===== src/rtl/layer1_relu_controller.sv =====
// layer1_relu_controller
// Hidden-layer stage of the network datapath. It captures one input sample and
// accumulates RELU_NODES weighted sums in parallel, one input feature per cycle.
// It then adds the bias, applies ReLU with a right shift and saturation, and
// holds the packed activations until layer 2 acknowledges them.
// The weight and bias registers can be rewritten while the stage is idle.

module layer1_relu_controller #(
    parameter int IN_NODES          = 4,
    parameter int RELU_NODES        = 4,
    parameter int IN_BIT_WIDTH      = 4,
    parameter int WEIGHTS_BIT_WIDTH = 4,
    parameter int OUT_BIT_WIDTH     = 4,
    parameter int OUT_SHIFT         = 0,
    parameter int INDEX_WIDTH       = 3
) (
    input  logic                                    clk,
    input  logic                                    reset,
    input  logic                                    inputsReady,
    input  logic [IN_NODES*IN_BIT_WIDTH-1:0]        layer1Input,
    output logic                                    inputsRecieved,
    input  logic                                    weightWriteEnable,
    input  logic                                    biasWriteEnable,
    input  logic [INDEX_WIDTH-1:0]                  WriteAddressSelect,
    input  logic [RELU_NODES*WEIGHTS_BIT_WIDTH-1:0] writeIn,
    input  logic                                    outputsRecieved,
    output logic                                    outputsReady,
    output logic [RELU_NODES*OUT_BIT_WIDTH-1:0]     layer1Output
);

    localparam int W   = WEIGHTS_BIT_WIDTH;
    localparam int ACC = IN_BIT_WIDTH + WEIGHTS_BIT_WIDTH + $clog2(IN_NODES) + 1;
    localparam logic signed [ACC-1:0] SAT_MAX = ACC'((1 << OUT_BIT_WIDTH) - 1);

    typedef enum logic [1:0] {
        S_IDLE,
        S_MAC,
        S_ACT,
        S_OUTPUT
    } state_t;

    state_t                          r_state;
    logic [IN_NODES*IN_BIT_WIDTH-1:0] r_x;
    logic [INDEX_WIDTH-1:0]          r_idx;
    logic signed [ACC-1:0]           r_acc [RELU_NODES];
    logic [RELU_NODES*W-1:0]         r_w   [IN_NODES];
    logic [RELU_NODES*W-1:0]         r_b;

    logic [IN_BIT_WIDTH-1:0]         w_xSel;
    logic [RELU_NODES*W-1:0]         w_rowSel;
    logic signed [ACC-1:0]           w_prod [RELU_NODES];
    logic [RELU_NODES*OUT_BIT_WIDTH-1:0] w_act;

    // Select the input feature and weight row addressed by the MAC index
    always_comb begin
        w_xSel   = '0;
        w_rowSel = '0;
        for (int i = 0; i < IN_NODES; i++) begin
            if (r_idx == INDEX_WIDTH'(i)) begin
                w_xSel   = r_x[i*IN_BIT_WIDTH +: IN_BIT_WIDTH];
                w_rowSel = r_w[i];
            end
        end
    end

    // Per-node datapath: the product for the MAC step and the bias/ReLU/saturate result for ACT
    for (genvar n = 0; n < RELU_NODES; n++) begin : g_node
        logic [W-1:0]          w_wgt;
        logic [W-1:0]          w_bias;
        logic signed [ACC-1:0] w_xExt;
        logic signed [ACC-1:0] w_wExt;
        logic signed [ACC-1:0] w_bExt;
        logic signed [ACC-1:0] w_sum;
        logic signed [ACC-1:0] w_shift;

        assign w_wgt     = w_rowSel[n*W +: W];
        assign w_bias    = r_b[n*W +: W];
        assign w_xExt    = $signed({{(ACC-IN_BIT_WIDTH){1'b0}}, w_xSel});
        assign w_wExt    = $signed({{(ACC-W){w_wgt[W-1]}}, w_wgt});
        assign w_bExt    = $signed({{(ACC-W){w_bias[W-1]}}, w_bias});
        assign w_prod[n] = w_xExt * w_wExt;
        assign w_sum     = r_acc[n] + w_bExt;
        assign w_shift   = w_sum >>> OUT_SHIFT;
        assign w_act[n*OUT_BIT_WIDTH +: OUT_BIT_WIDTH] =
            w_sum[ACC-1]       ? '0 :
            (w_shift > SAT_MAX) ? {OUT_BIT_WIDTH{1'b1}} :
                                  w_shift[OUT_BIT_WIDTH-1:0];
    end

    // Control FSM with parameter storage, accumulators and registered handshake outputs
    always_ff @(posedge clk or negedge reset) begin
        if (!reset) begin
            r_state        <= S_IDLE;
            r_x            <= '0;
            r_idx          <= '0;
            r_b            <= '0;
            inputsRecieved <= 1'b0;
            outputsReady   <= 1'b0;
            layer1Output   <= '0;
            for (int n = 0; n < RELU_NODES; n++) begin
                r_acc[n] <= '0;
            end
            for (int i = 0; i < IN_NODES; i++) begin
                r_w[i] <= '0;
            end
        end else begin
            inputsRecieved <= 1'b0;
            case (r_state)
                S_IDLE: begin
                    for (int i = 0; i < IN_NODES; i++) begin
                        if (weightWriteEnable && (WriteAddressSelect == INDEX_WIDTH'(i))) begin
                            r_w[i] <= writeIn;
                        end
                    end
                    if (biasWriteEnable) begin
                        r_b <= writeIn;
                    end
                    if (inputsReady) begin
                        r_x            <= layer1Input;
                        inputsRecieved <= 1'b1;
                        r_idx          <= '0;
                        for (int n = 0; n < RELU_NODES; n++) begin
                            r_acc[n] <= '0;
                        end
                        r_state <= S_MAC;
                    end
                end
                S_MAC: begin
                    for (int n = 0; n < RELU_NODES; n++) begin
                        r_acc[n] <= r_acc[n] + w_prod[n];
                    end
                    r_idx <= r_idx + 1'b1;
                    if (r_idx == INDEX_WIDTH'(IN_NODES - 1)) begin
                        r_state <= S_ACT;
                    end
                end
                S_ACT: begin
                    layer1Output <= w_act;
                    outputsReady <= 1'b1;
                    r_state      <= S_OUTPUT;
                end
                S_OUTPUT: begin
                    if (outputsRecieved) begin
                        outputsReady <= 1'b0;
                        r_state      <= S_IDLE;
                    end
                end
                default: begin
                    r_state <= S_IDLE;
                end
            endcase
        end
    end

endmodule

===== config.mk =====
export PLATFORM = sky130hd
export DESIGN_NAME = layer1_relu_controller
export DESIGN_NICKNAME = d
export VERILOG_FILES = /design/src/rtl/layer1_relu_controller.sv
export SDC_FILE = /design/constraint.sdc
export NUM_CORES = 1
export LEC_CHECK = 0
export ABC_AREA = 0
export CAP_MARGIN = 20
export CELL_PAD_IN_SITES_DETAIL_PLACEMENT = 1
export CELL_PAD_IN_SITES_GLOBAL_PLACEMENT = 1
export CORE_MARGIN = 5
export CORE_UTILIZATION = 40
export DETAILED_ROUTE_END_ITERATION = 12
export GPL_TIMING_DRIVEN = 0
export HOLD_SLACK_MARGIN = 0.1
export PLACE_DENSITY = 0.7
export SETUP_SLACK_MARGIN = 0.05
export SLEW_MARGIN = 10
export SYNTH_ARGS = -nofsm -noshare
export SYNTH_HDL_FRONTEND = slang
export SYNTH_SLANG_ARGS = --single-unit

===== constraint.sdc =====
create_clock -name clk -period 10.05 [get_ports clk]
set_input_delay 2.01 -clock clk [delete_from_list [all_inputs] [get_ports clk]]
set_output_delay 2.01 -clock clk [all_outputs]
set_load 0.1 [all_outputs]

==> results.md, run 1 <==
Outcome:
- The flow ran to the end, and the final reports show no timing, DRC or antenna violations.

Timing:
- Setup repair after global routing left no endpoint under its margin.
- On the final layout, the worst clock skew is roughly 13 ps.
- The highest attainable clock frequency is roughly 0.15 GHz.
- The hold violation count in the final report is 0.
- The final critical-path required period is 6810 ps.
- The final cycle utilization of the critical path is 0.677.
- The number of pins exceeding their max-slew limit in the final report is 0.
- At the pin with the least slew margin, the transition time is 1090 ps.
- The final count of negative-setup-slack endpoints is 0.
- The sum of negative setup slack is 0 ps.
- In this run the tightest slew margin relative to its limit is 0.274.

Clocking:
- Clock latency on the worst-skew pair, taken at its later pin, is 450 ps.
- The tree is rooted in a clkbuf_16.
- In this run, post-CTS repair resized a total of 0 instances.
- The count of hold-fix buffers inserted at cts is 0.
- The clock tree synthesis step divided the H-tree into 4 levels.
- TritonCTS built the clock tree.
- In this run, CTS created clock tree buffers numbering 17.
- The number of clock sinks is 163.
- After clock tree synthesis, the clock-pin slew on the worst setup and hold paths is 70 ps.
- The largest buffer count on any clock path is 2.
- The number of setup buffers added after CTS is 0.

Drt:
- The post-detailed-route wirelength per cell is 20.2 µm.
- The number of detailed-route iterations in the first pass is 6.
- Once detail routing completed, the nets flagged for antenna violations numbered 0.
- The final route contains 9,356 vias.
- The number of vias per cell is 5.59.
- Wires add up to 33,700 µm.
- The remaining design rule violation count is 0.
- The violation count after the first detailed-routing iteration is 491.

Global routing:
- The initial antenna violation count was 0.
- The number of global-route vias before repair is 10,217.
- After global routing the overflow that remains totals 0.
- The first-pass GRT wire length is 54,800 µm.
- The pin count of the biggest net entering global routing is 89.
- The total routing resource utilization after global routing is 0.205.

Layout:
- The final net count is between 1,500 and 2,000.
- Once layout is complete, the utilization of the core stands at 0.465.
- In the final layout, the share of cells above drive strength 1 is 0.128.
- The summed area of non-filler cells in the final layout is roughly 14,000 µm².
- The signed area change from the synthesized netlist to the final layout is 14.3%.
- The repair_antennas step left the layout with diodes totalling 0.
- The number of fill cells in the layout is ~3,300.
- After the flow finishes, the layout carries non-filler instances totaling 1,674.

Critical path:
- The most critical setup path has its endpoint at r_acc[21]$_DFFE_PN0P_.
- The endpoint identified for the worst register-to-register timing path is r_acc[21]$_DFFE_PN0P_.
- The critical path starts at r_idx[2]$_DFFE_PN0P_.
- Along the worst path, the maximum fanout reaches 10.
- The stage delay of the slowest cell on the critical path is 570 ps.
- The worst reg-to-reg path cell count is 20.
- The critical path class is flop to flop.
- STA classifies the critical path startpoint as a flop.
- The critical path data arrival time is 7100 ps.
- The signal on the critical path passes through clkinv_1, clkbuf_1, ha_1, clkbuf_1, clkbuf_1, a21oi_1, clkbuf_1, or2_2, fa_1, fa_1, fa_1, inv_1, fa_1, a21oi_1, o21ai_0, a21oi_1, o21bai_1, a21oi_1, xnor2_1, o21ai_0.
- The element type at the critical path end is a flop.
- In this run the register-to-register setup slack is roughly 3200 ps.
- In this run the critical register-to-register path is launched from r_idx[2]$_DFFE_PN0P_.
- The cell at the slowest stage of the critical path is fa_1.
- The required time of the critical path is 10,340 ps.

Yosys:
- Ranked by instance count, the synthesized netlist is headed by 163 x dfrtp_1, 145 x ha_1, 113 x inv_1.
- The combined area of all synthesized cells is 12,100 µm².
- The synthesized instance count is 1,193.
- The synthesized net count is 1,427.
- The cell with the most instances after synthesis is dfrtp_1.
- The cell type with the highest aggregate area in the netlist is dfrtp_1.
- The share of synthesized area in the top cell type comes to 0.337.
- In this run the mean area of a mapped cell was ~10 µm².
- The number of warnings reported in the yosys synthesis log is 0.
- The post-synthesis sequential area ratio is 0.337.
- In this run, synthesis inferred 0 flip-flops with an integrated enable.
- The count of cell types in the netlist is 71.
- Ranked by total cell area, the synthesized netlist is headed by dfrtp_1 34%, ha_1 15%, mux2_2 9.0%, fa_1 7.9%, inv_1 3.5%.
- The share of synthesized flip-flops with an asynchronous set or reset is 1.00.
- The register bit total from synthesis is 163.
- The flip-flop cell with the highest count after synthesis is dfrtp_1.

Placed design:
- The placed instances occupy a cell area of 13,200 µm².
- The post-placement cell count is 1,642.
- Detailed placement ended at an HPWL of around 26,000 µm.
- The weighted congestion at the end of routability-driven global placement is 0.796.
- The count of buffers inserted at the top-level ports is 58.

Floorplan:
- The number of rows created at floorplan is 63.
- The die height is 184 µm.
- The number of placed I/O pins is 59.
- The floorplan step set the die width to 184 µm.
- The initial utilization of the core area, before any placement, comes to 0.407.
- The core region is slightly below 30,000 µm².
- The die covers 33,900 µm².

Job:
- Across the run, the number of max-cap violations was 0.

Min path:
- The type of the most critical hold path is flop to flop.
## layer usage
layer / up-vias / part of all wire / global-route usage
met4: 0 / 0.022 / 0.0553
met3: 40 / 0.034 / 0.0301
li1: 4374 / - / -
met2: 148 / 0.49 / 0.352
met5: - / 0 / 0
met1: 4794 / 0.45 / 0.271
## area by class of cell
| type | count | area, µm² | area share |
|---|---|---|---|
| clock inverter | 15 | 211 | 0.0153 |
| multi-input combinational | 880 | 7460 | 0.539 |
| inverter | 115 | 432 | 0.0312 |
| timing repair buffer | 59 | 613 | 0.0443 |
| sequential | 163 | 4080 | 0.294 |
| clock buffer | 17 | 425 | 0.0307 |
| tap | 390 | 488 | 0.0352 |
| buffer | 35 | 144 | 0.0104 |
## registers in the layout (all words and copies together) (netlist names)
name and count:
inputsRecieved 1, r_acc 44, r_b 16, r_state 2, r_w 64, layer1Output 16
outputsReady 1, r_x 16, r_idx 3
## cell usage in the layout, fill, tap and decap left out, types with 11 or more instances in the layout
cell / n
dfrtp_1: 163
ha_1: 145
inv_1: 113
nor2_1: 99
mux2_2: 97
nand2_1: 69
o21ai_0: 69
a21oi_1: 68
clkdlybuf4s50_1: 57
xnor2_1: 48
fa_1: 48
clkbuf_1: 22
nor3_1: 19
a22o_1: 17
clkbuf_16: 17
a222oi_1: 16
a21o_1: 16
xor2_1: 15
o21a_1: 13
o21bai_1: 12
nand2b_1: 11
## worst min path at each step
stage	to	startpoint	depth (start not counted)	slack, ps
3_5_place_dp	layer1Output[2]$_DFFE_PN0P_	layer1Output[2]$_DFFE_PN0P_	1	480
6_report	layer1Output[2]$_DFFE_PN0P_	layer1Output[2]$_DFFE_PN0P_	1	490
4_1_cts	layer1Output[2]$_DFFE_PN0P_	layer1Output[2]$_DFFE_PN0P_	1	500
5_1_grt	r_w[35]$_DFFE_PN0P_	r_w[35]$_DFFE_PN0P_	1	520
2_1_floorplan	r_w[19]$_DFFE_PN0P_	r_w[19]$_DFFE_PN0P_	1	470
3_3_place_gp	layer1Output[3]$_DFFE_PN0P_	layer1Output[3]$_DFFE_PN0P_	1	470
## kinds of logic after synthesis
kind of cell,after synthesis,synth area share
simple gates,247,0.0947
buf+inv,150,0.0475
compound gates,277,0.154
flops,163,0.337
fa+ha+maj,193,0.229
mux,100,0.0926
xor+xnor,63,0.0455
## worst max-delay path, delay by kind of cell, from the launching register on
kind            cells  cell delay, ps
fa+ha+maj           5            2500
buf+inv             6            2100
compound gates      7            1080
flops               1             440
simple gates        1             410
xor+xnor            1             130
## through the flow
stage | setup slack (ps) | hold WS (ps)
6_report | 3240 | 487
3_3_place_gp | -101 | 469
3_5_place_dp | 3370 | 476
5_1_grt | 2790 | 523
4_1_cts | 3310 | 496
2_1_floorplan | 4710 | 472
Power of run 1 is left out: the tool's default activity adds up to more than one toggle a clock period on the data nets, which glitch-free logic cannot reach.
==> run 2: changes to the inputs <==
- clock period: 10.05 -> 7.15 ns (I/O delays scaled with it)
==> run 2 against run 1 <==
Against the previous run: register-to-register slack lost 2900 ps; flip-flop and latch count is the same; cell area is essentially flat; count of clock-buffer cells in the layout is the same; utilization is essentially flat; setup slack lost 2900 ps.
==> results.md, run 2 (synthesis gave the netlist of run 1 again) <==
Outcome:
- Run status: completed (unchanged).

Clocking:
- The root buffer selected by CTS is clkbuf_16 (unchanged).
- The largest buffer count on any clock path is 2 (unchanged).
- The count of hold-fix buffers inserted at cts is 0 (unchanged).
- The clock latency on the worst-skew pair is 450 ps (about the same).
- The depth of the CTS H-tree is 4 (unchanged).
- The clock tree from TritonCTS was built (unchanged).
- The clock-pin slew of the registers on the worst-case setup and hold paths came to 70 ps (about the same).
- The number of CTS-inserted buffers came to 17 (unchanged).
- The number of clock sinks is 163 (unchanged).

Layout:
- The final net count is 1,505 (unchanged).
- The leading cell type in the layout, fill and taps excluded is dfrtp_1 (unchanged).
- The flip-flop count of the largest register, all copies and words added was 64 (unchanged).
- Largest registers: r_w x64, r_acc x44 (unchanged).
- The fraction of final layout cells sized beyond drive strength 1 is 0.129 (was 0.128).
- The final standard cell count with taps included and fillers excluded came to 1,674 (unchanged).
- The antenna diode instance count is 0 (unchanged).
- The signed area change from the synthesized netlist to the final layout is 14.4% (was 14.3%).
- Highest-count cells in the layout ignoring fill and taps: 163 x dfrtp_1, 145 x ha_1, 113 x inv_1 (unchanged).
- The top register by number of flip-flops is r_w (unchanged).

Placed design:
- The placed wire-length estimate after detailed placement came to 25,800 µm (unchanged).
- The count of buffers inserted at the top-level ports is 58 (unchanged).
- The post-placement cell count is 1,642 (unchanged).
- The weighted congestion at the end of routability-driven global placement is 0.796 (unchanged).
- The worst setup slack after placement is 474 ps (was 3370 ps).

Timing:
- The final cycle utilization of the critical path is 0.946 (was 0.677).
- The final critical-path required period is 6760 ps (was 6810 ps).
- The highest attainable clock frequency was 0.148 GHz (was 0.147 GHz).
- The worst relative slew slack is 0.275 (was 0.274).
- The final count of negative-setup-slack endpoints was 0 (unchanged).
- The setup clock skew after layout is 12.7 ps (was 13.1 ps).
- The slew of the pin with the lowest slew margin is 1090 ps (about the same).
- The hold violation count in the final report was 0 (unchanged).
- The number of pins exceeding their max-slew limit in the final report was 0 (unchanged).
- RSZ-0062 raised after global routing: no (unchanged).
- The worst path setup slack after routing is 387 ps (was 3240 ps).

Critical path:
- The element type at the critical path end was a flop (unchanged).
- The top fanout value on the critical path is 10 (unchanged).
- The critical path data arrival time was 7060 ps (was 7100 ps).
- The required time of the critical path is 7440 ps (was 10,340 ps).
- The element type at the critical path start is a flop (unchanged).
- The critical path class is flop to flop (unchanged).
- The minimum setup slack among reg-to-reg paths is 390 ps (was 3240 ps).

Drt:
- The number of detailed-route iterations in the first pass was 6 (unchanged).
- The post-detailed-route wirelength per cell is 20.1 µm (was 20.2 µm).
- The residual antenna-violating net count after detailed routing was 0 (unchanged).
- The via total after detailed routing is 9,347 (was 9,356).
- The remaining design rule violation count is 0 (unchanged).
- The total wire length was 33,700 µm (about the same).
- The violation count after the first detailed-routing iteration is 490 (was 491).
- The number of vias per cell is 5.58 (was 5.59).

Global routing:
- The first-pass GRT wire length is 54,800 µm (unchanged).
- The pin count of the biggest net entering global routing was 89 (unchanged).
- The residual overflow from global routing is 0 (unchanged).
- The number of global-route vias before repair came to 10,217 (unchanged).
- The total routing resource utilization after global routing is 0.205 (unchanged).
- The initial antenna violation count is 0 (unchanged).

Floorplan:
- The die height came to 184 µm (unchanged).
- The starting density of the core is 0.407 (unchanged).
- The die width is 184 µm (unchanged).
- The number of rows created at floorplan was 63 (unchanged).
- The die outline area came to 33,900 µm² (unchanged).
- The number of placed I/O pins is 59 (unchanged).
- The core region area is 29,800 µm² (unchanged).

Job:
- The number of max-capacitance violations reported is 0 (unchanged).

Min path:
- The type of the most critical hold path is flop to flop (unchanged).
run 2: cell counts in the layout (fill, tap and decap cells not counted):
No cell type changed its count.
run 2: cell type report:
type	count	area [µm²]
sequential	163	4080
tap	390	488
clock inverter	15	211
multi-input combinational	880	7460
inverter	115	432
buffer	35	146
clock buffer	17	425
timing repair buffer	59	613
fill	3346	15900
run 2: path summary, 6_finish.rpt:
path,cells after the start,startpoint,to
setup / recovery,21,r_idx[2]$_DFFE_PN0P_,r_acc[10]$_DFFE_PN0P_
hold / removal,1,layer1Output[2]$_DFFE_PN0P_,layer1Output[2]$_DFFE_PN0P_
setup reg to reg,21,r_idx[2]$_DFFE_PN0P_,r_acc[10]$_DFFE_PN0P_
hold reg to reg,1,layer1Output[2]$_DFFE_PN0P_,layer1Output[2]$_DFFE_PN0P_
max in group asynchronous,2,reset,r_acc[14]$_DFFE_PN0P_
min in group asynchronous,1,reset,layer1Output[15]$_DFFE_PN0P_
run 2: layer usage:
layer	global-route usage	vias up	wire, µm
li1	-	4374	-
met1	0.271	4789	15300
met2	0.352	143	16600
met3	0.0301	41	1070
met4	0.0553	0	771
met5	0	-	0
run 2: critical path, cell delays in order (launching register included):
cell      delay [ps]
dfrtp_1          440
clkinv_1         220
clkbuf_1         460
ha_1             400
clkbuf_1         520
clkbuf_1         500
nor3_1           140
a21oi_1          530
nor2_1           120
fa_1             500
inv_1             50
fa_1             470
fa_1             540
inv_1             70
fa_1             460
a21o_1           210
a211oi_1         270
o21bai_1         150
a21o_1           200
a21oi_1          170
xnor2_1          130
o21ai_0           80
run 2: through the flow:
stage                     utilization  TNS [ps]  instance area, µm²  hold slack, ps
after floorplan                     -         0               12100             472
after global placement          0.443   -391490               13200             469
after detailed placement        0.444         0               13200             476
after CTS                       0.465         0               13900             496
after global routing            0.465         0               13900             523
final                           0.465         0               13900             487
run 2: what timing repair did:
item	CTS	global route
buffers inserted	0	0
gates resized for setup	0	4
setup endpoints to repair	0	4
Power of run 2 is left out for the same reason.
